## src/rtl/fetch_unit.sv

```systemverilog
// RV32I instruction fetch stage with the IF/ID pipeline register.
// BOOT/RUN/HALT controller; taken branches redirect from the IF/ID PC plus ImmOp.
module fetch_unit #(
    parameter int ADDR_WIDTH  = 32,
    parameter int INSTR_WIDTH = 32,
    parameter int DATA_WIDTH  = 32,
    parameter logic [ADDR_WIDTH-1:0] RESET_PC = 32'h0000_0000
) (
    input  logic                   clk,
    input  logic                   rst,
    input  logic                   stall,
    input  logic                   PCsrc,
    input  logic [DATA_WIDTH-1:0]  ImmOp,
    output logic                   imem_req,
    output logic [ADDR_WIDTH-1:0]  imem_addr,
    input  logic [INSTR_WIDTH-1:0] imem_rdata,
    output logic [INSTR_WIDTH-1:0] instr,
    output logic [ADDR_WIDTH-1:0]  pc_out,
    output logic                   instr_valid,
    output logic                   fetch_err,
    output logic [31:0]            fetch_count
);

    typedef enum logic [1:0] {
        BOOT = 2'd0,
        RUN  = 2'd1,
        HALT = 2'd2
    } state_t;

    state_t                 state, state_n;
    logic [ADDR_WIDTH-1:0]  fetch_pc, fetch_pc_n;
    logic [INSTR_WIDTH-1:0] instr_n;
    logic [ADDR_WIDTH-1:0]  pc_out_n;
    logic                   instr_valid_n;
    logic                   fetch_err_n;
    logic [31:0]            fetch_count_n;

    logic [ADDR_WIDTH-1:0]  imm_ext;
    logic [ADDR_WIDTH-1:0]  target;
    logic                   redirect;

    // A branch only counts when IF/ID holds a real instruction to branch from.
    assign imm_ext   = ADDR_WIDTH'($signed(ImmOp));
    assign target    = pc_out + imm_ext;
    assign redirect  = (state == RUN) && PCsrc && instr_valid;
    assign imem_req  = (state == RUN) && !stall && !redirect;
    assign imem_addr = fetch_pc;

    always_ff @(posedge clk) begin
        if (rst) begin
            state       <= BOOT;
            fetch_pc    <= RESET_PC;
            instr       <= '0;
            pc_out      <= '0;
            instr_valid <= 1'b0;
            fetch_err   <= 1'b0;
            fetch_count <= '0;
        end else begin
            state       <= state_n;
            fetch_pc    <= fetch_pc_n;
            instr       <= instr_n;
            pc_out      <= pc_out_n;
            instr_valid <= instr_valid_n;
            fetch_err   <= fetch_err_n;
            fetch_count <= fetch_count_n;
        end
    end

    always_comb begin
        state_n       = state;
        fetch_pc_n    = fetch_pc;
        instr_n       = instr;
        pc_out_n      = pc_out;
        instr_valid_n = instr_valid;
        fetch_err_n   = fetch_err;
        fetch_count_n = fetch_count;

        case (state)
            BOOT: begin
                state_n = RUN;
            end
            RUN: begin
                if (redirect) begin
                    instr_valid_n = 1'b0;
                    // A misaligned target is fatal; fetch_pc keeps its old value.
                    if (target[1:0] != 2'b00) begin
                        fetch_err_n = 1'b1;
                        state_n     = HALT;
                    end else begin
                        fetch_pc_n = target;
                    end
                end else if (!stall) begin
                    instr_n       = imem_rdata;
                    pc_out_n      = fetch_pc;
                    instr_valid_n = 1'b1;
                    fetch_pc_n    = fetch_pc + ADDR_WIDTH'(4);
                    fetch_count_n = fetch_count + 32'd1;
                end
            end
            HALT: begin
                instr_valid_n = 1'b0;
                fetch_err_n   = 1'b1;
            end
            default: begin
                state_n = BOOT;
            end
        endcase
    end

endmodule

```

## config.mk

```make
export PLATFORM = sky130hd
export DESIGN_NAME = fetch_unit
export DESIGN_NICKNAME = d
export VERILOG_FILES = /design/src/rtl/fetch_unit.sv
export SDC_FILE = /design/constraint.sdc
export NUM_CORES = 1
export LEC_CHECK = 0
export CAP_MARGIN = 30
export CORE_MARGIN = 2
export CORE_UTILIZATION = 53
export DETAILED_ROUTE_END_ITERATION = 12
export PLACE_DENSITY_LB_ADDON = 0.05
export SLEW_MARGIN = 10
export SYNTH_ARGS = -nofsm -noshare
export SYNTH_HDL_FRONTEND = slang
export SYNTH_SLANG_ARGS = --single-unit
```

## constraint.sdc

```tcl
create_clock -name clk -period 4 [get_ports clk]
set_input_delay 0.8 -clock clk [delete_from_list [all_inputs] [get_ports clk]]
set_output_delay 0.8 -clock clk [all_outputs]
set_load 0.05 [all_outputs]
```

==> results.py, run 1 <==
metrics = {
    "floorplan": {
        "ios": 199,
        "row_count": 43,
        "dieArea_um2": 15100,
        "start_util_pct": 54.1,
        "core-area_um2": 13900,
        "die_w_um": 123,
        "dieHeight_um": 123,
    },
    "logic_synthesis": {
        "synth.avg_cell_area_um2": 7.57,
        "synth_compound_area_share_pct": 22.5,
        "synth-seq-cells": 132,
        "synthTopCellsByArea": "dfxtp_1 (35%), a21oi_1 (9.7%), nand2_1 (9.7%), ha_1 (6.0%), o21ai_0 (3.5%)",
        "synth_top_area_cell": "dfxtp_1",
        "synth_ff_type": "dfxtp_1",
        "synth_edf_count": 0,
        "muxShareOfSynthArea_pct": 0.933,
        "yosysSeqAreaShare_pct": 35.2,
        "synth.top_cell.area_share_pct": 35.2,
        "synth_top_family_by_area": "simple AND/OR/NAND/NOR gates",
        "synth_cell_types": 72,
        "synthSimpleGateAreaFrac_pct": 25.8,
        "synthArstFlopShare_pct": 0,
        "synth_warnings": 0,
        "syn_inst": 993,
        "synth_xor_area_share_pct": 5.13,
        "syn_nets": 1098,
        "yosys.area_share.adder_pct": 6.26,
        "synth_area_um2": 7510,
    },
    "timing": {
        "rsz0062_at_grt": "no",
        "clock.fmax_mhz": 291,
        "fin_crit_sh_pct": 85.8,
        "tightest_slew_ps": 795,
        "fin_crit_ps": 3430,
        "finClkSkew_ps": 7.19,
        "hold_viol_final": 0,
        "setup_viol": 0,
        "drv_slew": 0,
        "finalSetupTns_ps": 0,
        "max_slew_margin_pct": 46.4,
    },
    "run_status": {
        "status": "completed",
    },
    "grt": {
        "antenna_found_initial": 0,
        "grt_max_degree": 73,
        "grtUsageTotal_pct": 27.9,
        "grt_pass1_vias": 6773,
        "grt_overflow": 0,
        "grt_pass1_wl_mm": 33.6,
    },
    "cts": {
        "max-clock-path-buffers": 2,
        "post_cts_buffers": 0,
        "cts_root_buf": "clkbuf_16",
        "cts_tree": "yes",
        "cts_resized": 0,
        "htreeDepth": 4,
        "postCtsHoldBufs": 0,
        "clkTransAtPathRegs_ps": 60,
        "clk_latency_ps": 430,
        "clock-sinks": 132,
        "numCtsBuffers": 17,
    },
    "power": {
        "power.density_nw_per_um2": 388,
        "ir_drop_uv": 311,
        "leakagePower_nw": 3.77,
    },
    "placement": {
        "dp_cells": 1324,
        "dp_hpwl_mm": 14.9,
        "gp_congestion": 0.920,
        "port_buffers": 198,
    },
    "worst_setup_path": {
        "crit_path_end_kind": "register",
        "worstSetupPathType": "input pin to register",
        "cp-start-kind": "input pin",
        "critPathMaxFanout": 4,
        "max_stage_delay_ps": 460,
        "required_ps": 4310,
        "arrival_ps": 3750,
        "critPathSlowestCell": "clkdlybuf4s50_1",
        "cp_cell_sequence": "clkdlybuf4s50_1, ha_1, inv_1, fa_1, nand2b_1, a21o_1, a211oi_2, o21ai_1, o21ai_1, a21oi_1, xor2_1, a2111oi_0",
        "crit_top_cell": "o21ai_1",
    },
    "flow_run": {
        "max_cap_viol_count": 0,
    },
    "finish": {
        "drive_gt1_share_pct": 6.04,
        "layout.cells.non_filler": 1356,
        "insertedDiodeCount": 0,
        "fillers": 1153,
        "finalNetCount": 1268,
        "areaGrowthSynthToFinish_pct": 34.9,
    },
    "routing": {
        "dr.pass1.iters": 6,
        "num_vias": 7789,
        "ant_nets": 0,
        "drc": 0,
        "viasPerCell": 5.74,
        "drt_first_iter_violations": 585,
        "routed_wl_mm": 21.5,
        "avgRoutedWirePerCell_um": 15.8,
    },
    "min_path": {
        "min-delay-path-class": "register to register",
    },
}
[synthesized netlist by cell type, types with 3 or more instances]
library cell	count
a211oi_1	7
a21o_1	18
a21oi_1	146
a22oi_1	3
a31oi_1	13
and2_1	4
and3_1	17
and4_1	5
buf_1	6
clkbuf_1	47
dfxtp_1	132
ha_1	36
inv_1	21
mux2i_1	7
nand2_1	194
nand2b_1	8
nand3_1	24
nand3b_1	3
nand4_1	19
nor2_1	69
nor2b_1	8
nor3_1	25
o211ai_1	4
o21a_1	3
o21ai_0	53
o21ai_1	3
o221a_2	3
o22ai_1	6
o31ai_1	3
or3_1	9
or3_2	3
xnor2_1	21
xor2_1	23
[per-layer routing]
layer | part of all wire (%) | wire length, um | vias to the layer above | global-route usage [%]
met1 | 45 | 9650 | 3618 | 37.7
met2 | 46 | 9780 | 284 | 43.6
met5 | 0 | 0 | - | 0
met4 | 2.1 | 442 | 0 | 8.95
li1 | - | - | 3852 | -
met3 | 7.5 | 1610 | 35 | 7.29
[cell type report]
type                            count  area, um^2  area share [%]
Multi-Input combinational cell    781        4560            44.9
Sequential cell                   132        2640            26.1
Inverter                           22        82.6           0.815
Clock inverter                     14         131            1.30
Tap cell                          180         225            2.22
Clock buffer                       18         429            4.23
Timing Repair Buffer              209        2070            20.4
[where the power goes]
group	total [mW]	internal (mW)	switching (mW)
registers	1.46	1.39	0.0616
clock network	1.49	0.859	0.633
logic	0.983	0.330	0.652
total	3.93	2.58	1.35
[flip-flops by register name (all words and copies together) (netlist names)]
name	cells
fetch_count	32
imem_addr	32
instr	32
pc_out	32
state	2
fetch_err	1
instr_valid	1
[worst paths after layout]
check,endpoint,slack [ps],start,cells after the start
worst max-delay path,imem_addr[20]$_SDFFE_PP0P_,570,ImmOp[0],12
worst min-delay path,instr[31]$_SDFFE_PP0P_,450,instr[31]$_SDFFE_PP0P_,2
worst max register to register,imem_addr[20]$_SDFFE_PP0P_,990,pc_out[0]$_SDFFE_PP0P_,11
worst min register to register,instr[31]$_SDFFE_PP0P_,450,instr[31]$_SDFFE_PP0P_,2
[kinds of logic (layout without fill, tap and decap cells)]
group,Yosys count,after routing
simple gates,407,407
compound gates,286,286
flops,132,132
buf+inv,80,263
xor+xnor,44,44
fa+ha+maj,37,37
mux,7,7
[per-stage QoR]
step           worst slack [ps]  instance area (um^2)  hold WS, ps  power, mW  util (%)
6_report                    568                 10100          453       3.93      73.0
5_1_grt                     362                 10100          469       4.10      73.0
4_1_cts                     610                 10100          455       3.95      73.0
3_5_place_dp                170                  9580          448       2.46      69.0
3_3_place_gp                262                  9580          440       2.45      69.0
2_1_floorplan              1050                  7510          490       2.12         -
[critical path, delay by kind of cell]
family	cells	cell delay (ps)
xor+xnor	1	150
simple gates	1	200
fa+ha+maj	2	540
compound gates	6	1540
buf+inv	2	510
[placed cells by master (no fill, tap or decap), types with 5 or more instances in the layout]
master,count
clkdlybuf4s50_1,196
nand2_1,193
a21oi_1,146
dfxtp_1,132
nor2_1,69
o21ai_0,53
ha_1,36
nor3_1,25
nand3_1,24
xor2_1,23
inv_1,21
xnor2_1,21
nand4_1,19
a21o_1,18
and3_1,17
clkbuf_16,17
a31oi_1,13
buf_4,12
or3_1,9
nor2b_1,8
nand2b_1,8
mux2i_1,7
a211oi_1,7
o22ai_1,6
clkinvlp_4,6
and4_1,5
Power figures use the tool's default switching activity.
==> inputs of run 2 (changes only) <==
Settings changed: TNS_END_PERCENT set to 10.
==> results of run 2 <==
The final DEF is identical to that of run 1; final timing and power are the same.
==> inputs of run 3 (changes only) <==
Settings changed: GPL_TIMING_DRIVEN set to 0, SETUP_SLACK_MARGIN set to 0.05, SKIP_LAST_GASP set to 1.
==> run 3 against run 2 <==
  * Clock power rose by 6%
  * First-iteration DRC count rose by 20%
  * Wire length grew 7.4%
  * Count of clock-buffer cells in the layout down 1
  * Power grew 2.9%
  * Critical path depth shrank 1
  * Core utilization grew 1.2 points
  * Largest cell class unchanged
  * Highest routed layer unchanged
  * Largest power group unchanged
  * Sequential cell count is the same
  * Sequential power hardly changed
==> results.py, run 3 (synthesis gave the netlist of run 1 again) <==
metrics = {
    "finish": {
        "layout_common_cells": "clkdlybuf4s50_1 (197), nand2_1 (194), a21oi_1 (146)",
        "areaGrowthSynthToFinish_pct": 37.2,
        "drive_gt1_share_pct": 5.15,
        "insertedDiodeCount": 0,
        "final_common_cell": "clkdlybuf4s50_1",
        "fillers": 1158,
        "finalNetCount": 1315,
        "final_core_util_pct": 74.3,
    },
    "floorplan": {
        "core-area_um2": 13900,
        "ios": 199,
        "dieHeight_um": 123,
        "start_util_pct": 54.1,
        "row_count": 43,
        "die_w_um": 123,
        "dieArea_um2": 15100,
    },
    "timing": {
        "drv_slew": 0,
        "tightest_slew_ps": 791,
        "finClkSkew_ps": 11.1,
        "max_slew_margin_pct": 47.1,
        "finalSetupTns_ps": 0,
        "hold_viol_final": 0,
        "fin_crit_sh_pct": 91.5,
        "fin_crit_ps": 3660,
        "setup_viol": 0,
        "rsz0062_at_grt": "no",
        "clock.fmax_mhz": 273,
    },
    "grt": {
        "grtUsageTotal_pct": 30.5,
        "use_met3_pct": 7.06,
        "grt_util_met2_pct": 47.8,
        "busiest_layer": "met2",
        "grt_max_degree": 17,
        "grt_pass1_vias": 7450,
        "grt_pass1_wl_mm": 36.6,
        "use_met1_pct": 41.3,
        "grt_overflow": 0,
        "antenna_found_initial": 0,
    },
    "routing": {
        "dr.pass1.iters": 5,
        "viasPerCell": 5.79,
        "drt_first_iter_violations": 702,
        "drc": 0,
        "ant_nets": 0,
        "routed_wl_mm": 23.1,
        "num_vias": 8129,
        "avgRoutedWirePerCell_um": 16.4,
    },
    "worst_setup_path": {
        "worstSetupPathType": "input pin to register",
        "cp-start-kind": "input pin",
        "critPathMaxFanout": 10,
        "critPathSlowestCell": "nor2_1",
        "arrival_ps": 4020,
        "max_stage_delay_ps": 680,
        "required_ps": 4360,
        "cp_cell_sequence": "clkdlybuf4s50_1, ha_1, inv_1, fa_1, nor2b_1, o211ai_1, nor2_1, nand2_1, nor3_1, mux2i_1, o21ai_0",
        "crit_path_end_kind": "register",
    },
    "run_status": {
        "status": "completed",
    },
    "cts": {
        "clkTransAtPathRegs_ps": 70,
        "cts_root_buf": "clkbuf_16",
        "clk_latency_ps": 430,
        "numCtsBuffers": 17,
        "clock-sinks": 132,
        "max-clock-path-buffers": 2,
        "htreeDepth": 4,
        "postCtsHoldBufs": 0,
        "cts_tree": "yes",
        "post_cts_buffers": 0,
    },
    "placement": {
        "port_buffers": 198,
        "gp_congestion": 0.927,
        "dp_hpwl_mm": 16.9,
    },
    "power": {
        "ir_drop_uv": 325,
        "power.density_nw_per_um2": 392,
        "leakagePower_nw": 3.83,
    },
    "min_path": {
        "min-delay-path-class": "register to register",
    },
    "flow_run": {
        "max_cap_viol_count": 0,
    },
}
run 3: changes by cell type in the layout (fill, tap and decap cells not counted), sizes merged:
cell and change:
clkinvlp -5, clkdlybuf4s50 +1, dlygate4sd2 +1, buf -2, clkbuf +46, inv +6
run 3: path summary, 6_finish.rpt:
path / startpoint / end / slack (ps) / depth (start not counted)
max: ImmOp[0] / imem_addr[28]$_SDFFE_PP0P_ / 340 / 11
min: instr[7]$_SDFFE_PP0P_ / instr[7]$_SDFFE_PP0P_ / 450 / 2
min reg2reg: instr[7]$_SDFFE_PP0P_ / instr[7]$_SDFFE_PP0P_ / 450 / 2
max reg2reg: pc_out[0]$_SDFFE_PP0P_ / imem_addr[28]$_SDFFE_PP0P_ / 830 / 10
run 3: where the power goes:
part           total [mW]  switching [mW]  internal [mW]
registers            1.45          0.0618           1.39
logic                1.01           0.690          0.325
clock network        1.58           0.689          0.887
total                4.05            1.44           2.61
run 3: layer usage:
layer / share of wire, % / vias to the layer above / wire (um)
met5: 0 / - / 0
met4: 2.0 / 0 / 465
met3: 8.5 / 46 / 1960
met2: 45 / 363 / 10400
met1: 44 / 3777 / 10200
li1: - / 3943 / -
run 3: critical path, delay by kind of cell:
kind                       cells  cell delay (ps)
buffers and inverters          2              540
adders and majority gates      2              640
AOI/OAI and AO/OA              2              330
and+or+nand+nor                4             1610
muxes                          1               90
run 3: layout make-up:
type | count | area (um^2) | area share [%]
Multi-Input combinational cell | 781 | 4550 | 44.2
Inverter | 22 | 82.6 | 0.801
Clock buffer | 17 | 425 | 4.13
Tap cell | 180 | 225 | 2.18
Timing Repair Buffer | 198 | 1980 | 19.2
Buffer | 58 | 235 | 2.28
Clock inverter | 15 | 164 | 1.59
Sequential cell | 132 | 2640 | 25.6
run 3: through the flow:
step,cell area (um^2),setup slack (ps),total power [mW],hold WS [ps],instances
6_report,10300,341,4.05,454,1403
5_1_grt,10300,125,4.19,482,1403
4_1_cts,10300,333,4.05,456,1403
3_5_place_dp,9720,-9.36,2.49,447,1371
3_3_place_gp,9720,16.9,2.47,440,1371
2_1_floorplan,7510,1050,2.12,490,993
run 3: timing repair:
action,4_1_cts,5_1_grt
hold endpoints to repair,0,0
endpoints found under the setup margin,1,0
gates resized for setup,1,0
